### src/rtl/quad_encoder_scheduler_pkg.sv
// Shared types and constants for the quadrature-encoder snapshot sequencer:
// FSM state encoding, host register word addresses and CTRL/STATUS bit positions.
package quad_encoder_scheduler_pkg;

    localparam int unsigned DATA_W = 32;

    localparam int unsigned REG_CTRL      = 0;
    localparam int unsigned REG_PERIOD    = 1;
    localparam int unsigned REG_STATUS    = 2;
    localparam int unsigned REG_SEQ       = 3;
    localparam int unsigned REG_SNAP_BASE = 8;

    localparam int unsigned CTRL_EN_BIT   = 0;
    localparam int unsigned CTRL_TRIG_BIT = 1;
    localparam int unsigned CTRL_IE_BIT   = 2;

    localparam int unsigned STAT_BUSY_BIT    = 0;
    localparam int unsigned STAT_READY_BIT   = 1;
    localparam int unsigned STAT_OVERRUN_BIT = 2;

    typedef enum logic [1:0] {
        IDLE   = 2'd0,
        ISSUE  = 2'd1,
        WAIT   = 2'd2,
        COMMIT = 2'd3
    } state_t;

    // Channel-select width, kept at least one bit so a single-channel build stays legal.
    function automatic int unsigned chan_w(input int unsigned n);
        return (n > 1) ? $clog2(n) : 1;
    endfunction

endpackage

### src/rtl/quad_encoder_scheduler_timer.sv
// Free-running period counter: counts while enabled with a non-zero period and
// pulses o_fire_c for one cycle when the count reaches period-1.
module quad_encoder_scheduler_timer #(
    parameter int unsigned pW = 32
) (
    input  logic          i_clk,
    input  logic          i_rst_n,
    input  logic          i_en,
    input  logic [pW-1:0] i_period,
    input  logic          i_restart,
    output logic          o_fire_c
);

    logic [pW-1:0] r_count;
    logic          w_active;
    logic          w_wrap;

    always_comb begin
        w_active = i_en && (i_period != '0);
        w_wrap   = (r_count == (i_period - pW'(1)));
        // A period write restarts the count and swallows a coincident fire.
        o_fire_c = w_active && w_wrap && !i_restart;
    end

    always_ff @(posedge i_clk or negedge i_rst_n) begin
        if (!i_rst_n) begin
            r_count <= '0;
        end else if (i_restart || !w_active || w_wrap) begin
            r_count <= '0;
        end else begin
            r_count <= r_count + pW'(1);
        end
    end

endmodule

### src/rtl/quad_encoder_scheduler.sv
// Round-robin encoder snapshot sequencer with atomic POS/DELTA commit and host register bank.
// Optional snapshot-ready interrupt (oIRQ, CTRL.IE) enabled by QUAD_ENCODER_SCHEDULER_IRQ_EN.
module quad_encoder_scheduler
    import quad_encoder_scheduler_pkg::*;
#(
    parameter int unsigned pENCODERS          = 2,
    parameter int unsigned pENCODER_PRECISION = 32,
    parameter int unsigned pADDR_W            = $clog2(8 + 2 * pENCODERS),
    parameter int unsigned pCH_W              = chan_w(pENCODERS)
) (
    input  logic                          iCLK,
    input  logic                          iRESET_N,
    input  logic [pADDR_W-1:0]            iAVL_ADDRESS,
    input  logic                          iAVL_READ,
    input  logic                          iAVL_WRITE,
    input  logic [DATA_W-1:0]             iAVL_WRITE_DATA,
    output logic [DATA_W-1:0]             oAVL_READ_DATA,
    output logic [pCH_W-1:0]              oENC_ADDRESS,
    output logic                          oENC_READ,
    input  logic [pENCODER_PRECISION-1:0] iENC_READ_DATA
`ifdef QUAD_ENCODER_SCHEDULER_IRQ_EN
    ,
    output logic                          oIRQ
`endif
);

    state_t              r_state;
    logic [pCH_W-1:0]    r_chan;
    logic                r_enc_read;
    logic [pCH_W-1:0]    r_enc_addr;
    logic [DATA_W-1:0]   r_pending [pENCODERS];
    logic [DATA_W-1:0]   r_pos     [pENCODERS];
    logic [DATA_W-1:0]   r_delta   [pENCODERS];
    logic [DATA_W-1:0]   r_seq;
    logic [DATA_W-1:0]   r_period;
    logic [DATA_W-1:0]   r_rdata;
    logic                r_en;
    logic                r_ready;
    logic                r_overrun;
    logic                r_first;

    logic                w_wr_ctrl;
    logic                w_wr_period;
    logic                w_wr_status;
    logic                w_fire_c;
    logic                w_trig;
    logic                w_drop;
    logic                w_commit;
    logic                w_busy;
    logic                w_last;
    logic                w_en_rise;
    logic                w_ready_nxt;
    logic                w_ie_rd;
    logic [DATA_W-1:0]   w_rd_mux;

    // Host write decode and trigger arbitration; timer fire and TRIG merge into one trigger.
    always_comb begin
        w_wr_ctrl   = iAVL_WRITE && (iAVL_ADDRESS == pADDR_W'(REG_CTRL));
        w_wr_period = iAVL_WRITE && (iAVL_ADDRESS == pADDR_W'(REG_PERIOD));
        w_wr_status = iAVL_WRITE && (iAVL_ADDRESS == pADDR_W'(REG_STATUS));
        w_trig      = w_fire_c || (w_wr_ctrl && iAVL_WRITE_DATA[CTRL_TRIG_BIT]);
        w_busy      = (r_state != IDLE);
        w_drop      = w_trig && w_busy;
        w_commit    = (r_state == COMMIT);
        w_last      = (r_chan == pCH_W'(pENCODERS - 1));
        w_en_rise   = w_wr_ctrl && iAVL_WRITE_DATA[CTRL_EN_BIT] && !r_en;
        w_ready_nxt = w_commit ? 1'b1
                    : (w_wr_status && iAVL_WRITE_DATA[STAT_READY_BIT]) ? 1'b0
                    : r_ready;
    end

    quad_encoder_scheduler_timer #(
        .pW (DATA_W)
    ) u_timer (
        .i_clk     (iCLK),
        .i_rst_n   (iRESET_N),
        .i_en      (r_en),
        .i_period  (r_period),
        .i_restart (w_wr_period),
        .o_fire_c  (w_fire_c)
    );

    // Control and sticky status registers; hardware set wins over a same-cycle clear.
    always_ff @(posedge iCLK or negedge iRESET_N) begin
        if (!iRESET_N) begin
            r_en      <= 1'b0;
            r_period  <= '0;
            r_ready   <= 1'b0;
            r_overrun <= 1'b0;
            r_first   <= 1'b1;
        end else begin
            if (w_wr_ctrl) begin
                r_en <= iAVL_WRITE_DATA[CTRL_EN_BIT];
            end
            if (w_wr_period) begin
                r_period <= iAVL_WRITE_DATA;
            end
            r_ready <= w_ready_nxt;
            if (w_drop) begin
                r_overrun <= 1'b1;
            end else if (w_wr_status && iAVL_WRITE_DATA[STAT_OVERRUN_BIT]) begin
                r_overrun <= 1'b0;
            end
            if (w_en_rise) begin
                r_first <= 1'b1;
            end else if (w_commit) begin
                r_first <= 1'b0;
            end
        end
    end

`ifdef QUAD_ENCODER_SCHEDULER_IRQ_EN
    logic r_ie;
    logic r_irq;
    logic w_ie_nxt;

    always_comb begin
        w_ie_nxt = w_wr_ctrl ? iAVL_WRITE_DATA[CTRL_IE_BIT] : r_ie;
        w_ie_rd  = r_ie;
    end

    always_ff @(posedge iCLK or negedge iRESET_N) begin
        if (!iRESET_N) begin
            r_ie  <= 1'b0;
            r_irq <= 1'b0;
        end else begin
            r_ie  <= w_ie_nxt;
            r_irq <= w_ready_nxt && w_ie_nxt;
        end
    end

    assign oIRQ = r_irq;
`else
    always_comb begin
        w_ie_rd = 1'b0;
    end
`endif

    // Sequencer: one ISSUE/WAIT pair per channel, then a single COMMIT cycle.
    always_ff @(posedge iCLK or negedge iRESET_N) begin
        if (!iRESET_N) begin
            r_state    <= IDLE;
            r_chan     <= '0;
            r_enc_read <= 1'b0;
            r_enc_addr <= '0;
            for (int c = 0; c < pENCODERS; c++) begin
                r_pending[c] <= '0;
            end
        end else begin
            r_enc_read <= 1'b0;
            case (r_state)
                IDLE: begin
                    if (w_trig) begin
                        r_state    <= ISSUE;
                        r_chan     <= '0;
                        r_enc_read <= 1'b1;
                        r_enc_addr <= '0;
                    end
                end
                ISSUE: begin
                    r_state <= WAIT;
                end
                WAIT: begin
                    r_pending[r_chan] <= DATA_W'(iENC_READ_DATA);
                    if (w_last) begin
                        r_state <= COMMIT;
                    end else begin
                        r_state    <= ISSUE;
                        r_chan     <= r_chan + pCH_W'(1);
                        r_enc_read <= 1'b1;
                        r_enc_addr <= r_chan + pCH_W'(1);
                    end
                end
                COMMIT: begin
                    r_state <= IDLE;
                end
                default: begin
                    r_state <= IDLE;
                end
            endcase
        end
    end

    // Atomic snapshot commit; the first sample after reset or EN rise has no reference.
    always_ff @(posedge iCLK or negedge iRESET_N) begin
        if (!iRESET_N) begin
            r_seq <= '0;
            for (int c = 0; c < pENCODERS; c++) begin
                r_pos[c]   <= '0;
                r_delta[c] <= '0;
            end
        end else if (w_commit) begin
            r_seq <= r_seq + DATA_W'(1);
            for (int c = 0; c < pENCODERS; c++) begin
                r_pos[c]   <= r_pending[c];
                r_delta[c] <= r_first ? '0 : (r_pending[c] - r_pos[c]);
            end
        end
    end

    always_comb begin
        w_rd_mux = '0;
        if (iAVL_ADDRESS == pADDR_W'(REG_CTRL)) begin
            w_rd_mux = DATA_W'({w_ie_rd, 1'b0, r_en});
        end else if (iAVL_ADDRESS == pADDR_W'(REG_PERIOD)) begin
            w_rd_mux = r_period;
        end else if (iAVL_ADDRESS == pADDR_W'(REG_STATUS)) begin
            w_rd_mux = DATA_W'({r_overrun, r_ready, w_busy});
        end else if (iAVL_ADDRESS == pADDR_W'(REG_SEQ)) begin
            w_rd_mux = r_seq;
        end
        for (int c = 0; c < pENCODERS; c++) begin
            if (iAVL_ADDRESS == pADDR_W'(REG_SNAP_BASE + 2 * c)) begin
                w_rd_mux = r_pos[c];
            end
            if (iAVL_ADDRESS == pADDR_W'(REG_SNAP_BASE + 2 * c + 1)) begin
                w_rd_mux = r_delta[c];
            end
        end
    end

    // Registered host read port: returns the value from before the sampling edge.
    always_ff @(posedge iCLK or negedge iRESET_N) begin
        if (!iRESET_N) begin
            r_rdata <= '0;
        end else if (iAVL_READ) begin
            r_rdata <= w_rd_mux;
        end
    end

    assign oAVL_READ_DATA = r_rdata;
    assign oENC_READ      = r_enc_read;
    assign oENC_ADDRESS   = r_enc_addr;

endmodule

### config.mk
export PLATFORM = sky130hd
export DESIGN_NAME = quad_encoder_scheduler
export DESIGN_NICKNAME = d
export VERILOG_FILES = /design/src/rtl/quad_encoder_scheduler_pkg.sv /design/src/rtl/quad_encoder_scheduler_timer.sv /design/src/rtl/quad_encoder_scheduler.sv
export SDC_FILE = /design/constraint.sdc
export NUM_CORES = 1
export LEC_CHECK = 0
export CORE_ASPECT_RATIO = 1.25
export CORE_MARGIN = 8
export CORE_UTILIZATION = 53
export CTS_CLUSTER_DIAMETER = 120
export DETAILED_ROUTE_END_ITERATION = 8
export PLACE_DENSITY = 0.72
export RECOVER_POWER = 100
export SYNTH_ARGS = -nofsm -noshare
export SYNTH_HDL_FRONTEND = slang
export SYNTH_HIERARCHICAL = 1
export SYNTH_SLANG_ARGS = --single-unit
### constraint.sdc
create_clock -name iCLK -period 8.7 [get_ports iCLK]
set_clock_uncertainty 0.1 [all_clocks]
set_input_delay 0.87 -clock iCLK [delete_from_list [all_inputs] [get_ports iCLK]]
set_output_delay 0.87 -clock iCLK [all_outputs]
set_load 0.005 [all_outputs]
==> results.sh <==
export IMPL_status="finished with violations"
export IMPL_violations="max-capacitance violations, max-slew violations"
export IMPL_rsz0062_at_grt="false"
export IMPL_synth_area_sq_um=18500
export IMPL_slowest_stage="clkbuf_1"
export IMPL_peakVddDrop_mv=0.172
export IMPL_first_pass_iters=5
export IMPL_ctsHtreeMaxLevel=2
export IMPL_async_reset_ff_share_pct=100
export IMPL_hold_slack_ps=377
export IMPL_cts_setup_buffers=0
export IMPL_hold_violations=0
export IMPL_ys_flop_type="dfrtp_1"
export IMPL_drtIter0Drc=1149
export IMPL_port_buffers=105
export IMPL_fin_crit_sh_pct=67.0
export IMPL_path_max_fanout=41
export IMPL_maxCapViolations=10
export IMPL_path_buf_inv=4
export IMPL_io_pin_count=106
export IMPL_grt_pass1_vias=14800
export IMPL_slowest_delay_ps=1510
export IMPL_hold_buffers=0
export IMPL_wl_per_cell_um=19.5
export IMPL_fmax_ghz=0.172
export IMPL_crit_family="buffers and inverters"
export IMPL_worst_pin_slew_ps=3590
export IMPL_clk_insertion_delay_late_ps=530
export IMPL_power_leakage_nw=9.26
export IMPL_grt_max_degree=143
export IMPL_dp_cells=2467
export IMPL_routabilityCongestion=0.932
export IMPL_diodes=0
export IMPL_critical_path_class="in -> reg"
export IMPL_grtUsageTotal_pct=24.1
export IMPL_drc=0
export IMPL_setup_viol=0
export IMPL_synth_warnings=6
export IMPL_min_path_type="in -> async"
export IMPL_routed_wl_mm=49.4
export IMPL_n_fill_cell=2983
export IMPL_rows=76
export IMPL_end_kind="register"
export IMPL_register_area_sq_um=8230
export IMPL_grt_ovfl_total=0
export IMPL_multi_input_comb_area_sq_um=9400
export IMPL_synth_area_per_cell_sq_um=9.37
export IMPL_fin_crit_ps=5830
export IMPL_nNetsFinal=2179
export IMPL_start_kind="input port"
export IMPL_vias=15000
export IMPL_cts_tree="done"
export IMPL_crit_chain="dlygate4sd3_1 -> clkbuf_1 -> and2_0 -> nand2_1 -> clkbuf_1 -> inv_1 -> a311oi_1 -> and2_0 -> a21oi_1 -> nand2b_1 -> o21ai_0"
export IMPL_drv_slew=566
export IMPL_ant_nets=0
export IMPL_fin_cells=2526
export IMPL_cts_clk_slew_worst_paths_ps=60
export IMPL_cp_required_ps=9010
export IMPL_power_density_nw_per_um2=353
export IMPL_clock_sinks=329
export IMPL_start_util_pct=53.7
export IMPL_die_w_um=183
export IMPL_final_cell_mix="dfrtp_1 (328), nand2_1 (247), o21ai_0 (225)"
export IMPL_syn_inst=1974
export IMPL_synthesis_nets=2116
export IMPL_syn_to_final_growth_pct=13.8
export IMPL_synth_seq_cells=329
export IMPL_die_area_sq_um=41200
export IMPL_yosysUniqueCellTypes=81
export IMPL_worstPathArrival_ps=6130
export IMPL_cts_buffers_inserted=36
export IMPL_clk_path_buf_depth=3
export IMPL_slew_headroom_pct=-140
export IMPL_viasPerCell=5.92
export IMPL_cts_root_buf="clkbuf_16"
export IMPL_layout_cells_most_common="dfrtp_1"
export IMPL_core_area_sq_um=34400
export IMPL_antenna_found_initial=1
export IMPL_cts_resized=0
export IMPL_finalSetupTns_ps=0
export IMPL_layout_drive_gt1_share_pct=8.94
export IMPL_dpl_hpwl_mm=35.3
export IMPL_synth_edf_count=0
export IMPL_grt_pass1_wl_mm=80.0
export IMPL_dieHeight_um=225
export IMPL_ys_seq_area_share_pct=44.5
==> worst register-to-register path, cell delays in order (launching register included) <==
cell      delay, ps
dfrtp_1         440
inv_1            90
nor2_1         1980
clkbuf_1       2220
nand3b_1        160
or3_1           400
nand4_1          90
==> state kept, by name, indices dropped and copies added, names as in the netlist <==
signal	flops
r_delta	64
oAVL_READ_DATA	32
r_seq	32
r_period	32
r_ready	1
oENC_READ	1
r_pending	64
r_pos	64
oENC_ADDRESS	1
r_overrun	1
u_timer/r_count	32
r_first	1
r_en	1
r_state	2
r_chan	1
==> cells in the mapped netlist (10+ instances only) <==
cell | n | area [sq um]
o21ai_0 | 225 | 1130
nor3_1 | 29 | 145
nand2_1 | 247 | 927
nor3b_1 | 12 | 90.1
o31ai_1 | 12 | 90.1
a21o_1 | 30 | 225
mux2_2 | 95 | 1070
o211ai_1 | 35 | 263
nor2b_1 | 11 | 68.8
a22oi_1 | 32 | 240
a31oi_1 | 12 | 75.1
and3_1 | 15 | 93.8
xor2_1 | 53 | 464
a21oi_1 | 60 | 300
inv_1 | 123 | 462
nor2_1 | 107 | 402
clkbuf_1 | 82 | 308
nand4_1 | 26 | 163
o21a_1 | 11 | 82.6
dfrtp_1 | 328 | 8210
nand3_1 | 47 | 235
ha_1 | 68 | 851
or3_1 | 10 | 62.6
o22ai_1 | 29 | 181
xnor2_1 | 91 | 797
nand2b_1 | 12 | 75.1
==> layer usage <==
metal	up-vias	global-route usage, %	part of all wire, %
met5	-	0	0.024
met4	2	7.36	2.6
met3	87	3.34	5.3
met2	416	41.9	50
met1	7361	30.7	42
li1	7084	-	-
==> final timing paths <==
check,start,endpoint,slack (ps),cells after the start
min reg2reg,r_delta[4],r_delta[4],380,2
min,iRESET_N,u_timer/r_count[7],380,1
max,iAVL_ADDRESS[0],oENC_READ,2870,11
max reg2reg,r_state[1],r_delta[17],3140,6
max in group asynchronous,iRESET_N,r_pending[30],4050,2
min in group iCLK,r_delta[4],r_delta[4],380,2
==> logic make-up after synthesis <==
group,Yosys count,share of synthesized area [%]
compound gates,521,17.6
mux,103,6.29
buf+inv,220,4.66
simple gates,587,15.3
flops,329,44.5
fa+ha+maj,70,4.82
xor+xnor,144,6.82
==> power by group <==
part | internal, W | switching [W] | leakage, nW
Combinational | 0.00146 | 0.00192 | 4.43
Sequential | 0.00201 | 0.000416 | 4.22
Clock | 0.00101 | 0.000615 | 0.610
==> per-stage QoR <==
| step | instance area, sq um | setup WS, ps | total power [W] | util, % |
|---|---|---|---|---|
| after floorplan | 18500 | 5310 | 0.00484 | - |
| after global placement | 19900 | 4550 | 0.00567 | 57.8 |
| after detailed placement | 19900 | 4510 | 0.00576 | 57.8 |
| after CTS | 21100 | 4520 | 0.00743 | 61.4 |
| after global routing | 21100 | 2300 | 0.00795 | 61.2 |
| final | 21100 | 2870 | 0.00743 | 61.2 |
==> area by class of cell <==
class | instances | share of cell area, %
Clock inverter | 12 | 1.12
Timing Repair Buffer | 122 | 5.39
Sequential cell | 329 | 39.1
Tap cell | 468 | 2.78
Inverter | 123 | 2.19
Clock buffer | 47 | 4.77
Multi-Input combinational cell | 1425 | 44.6
(Power assumes the default switching activity.)
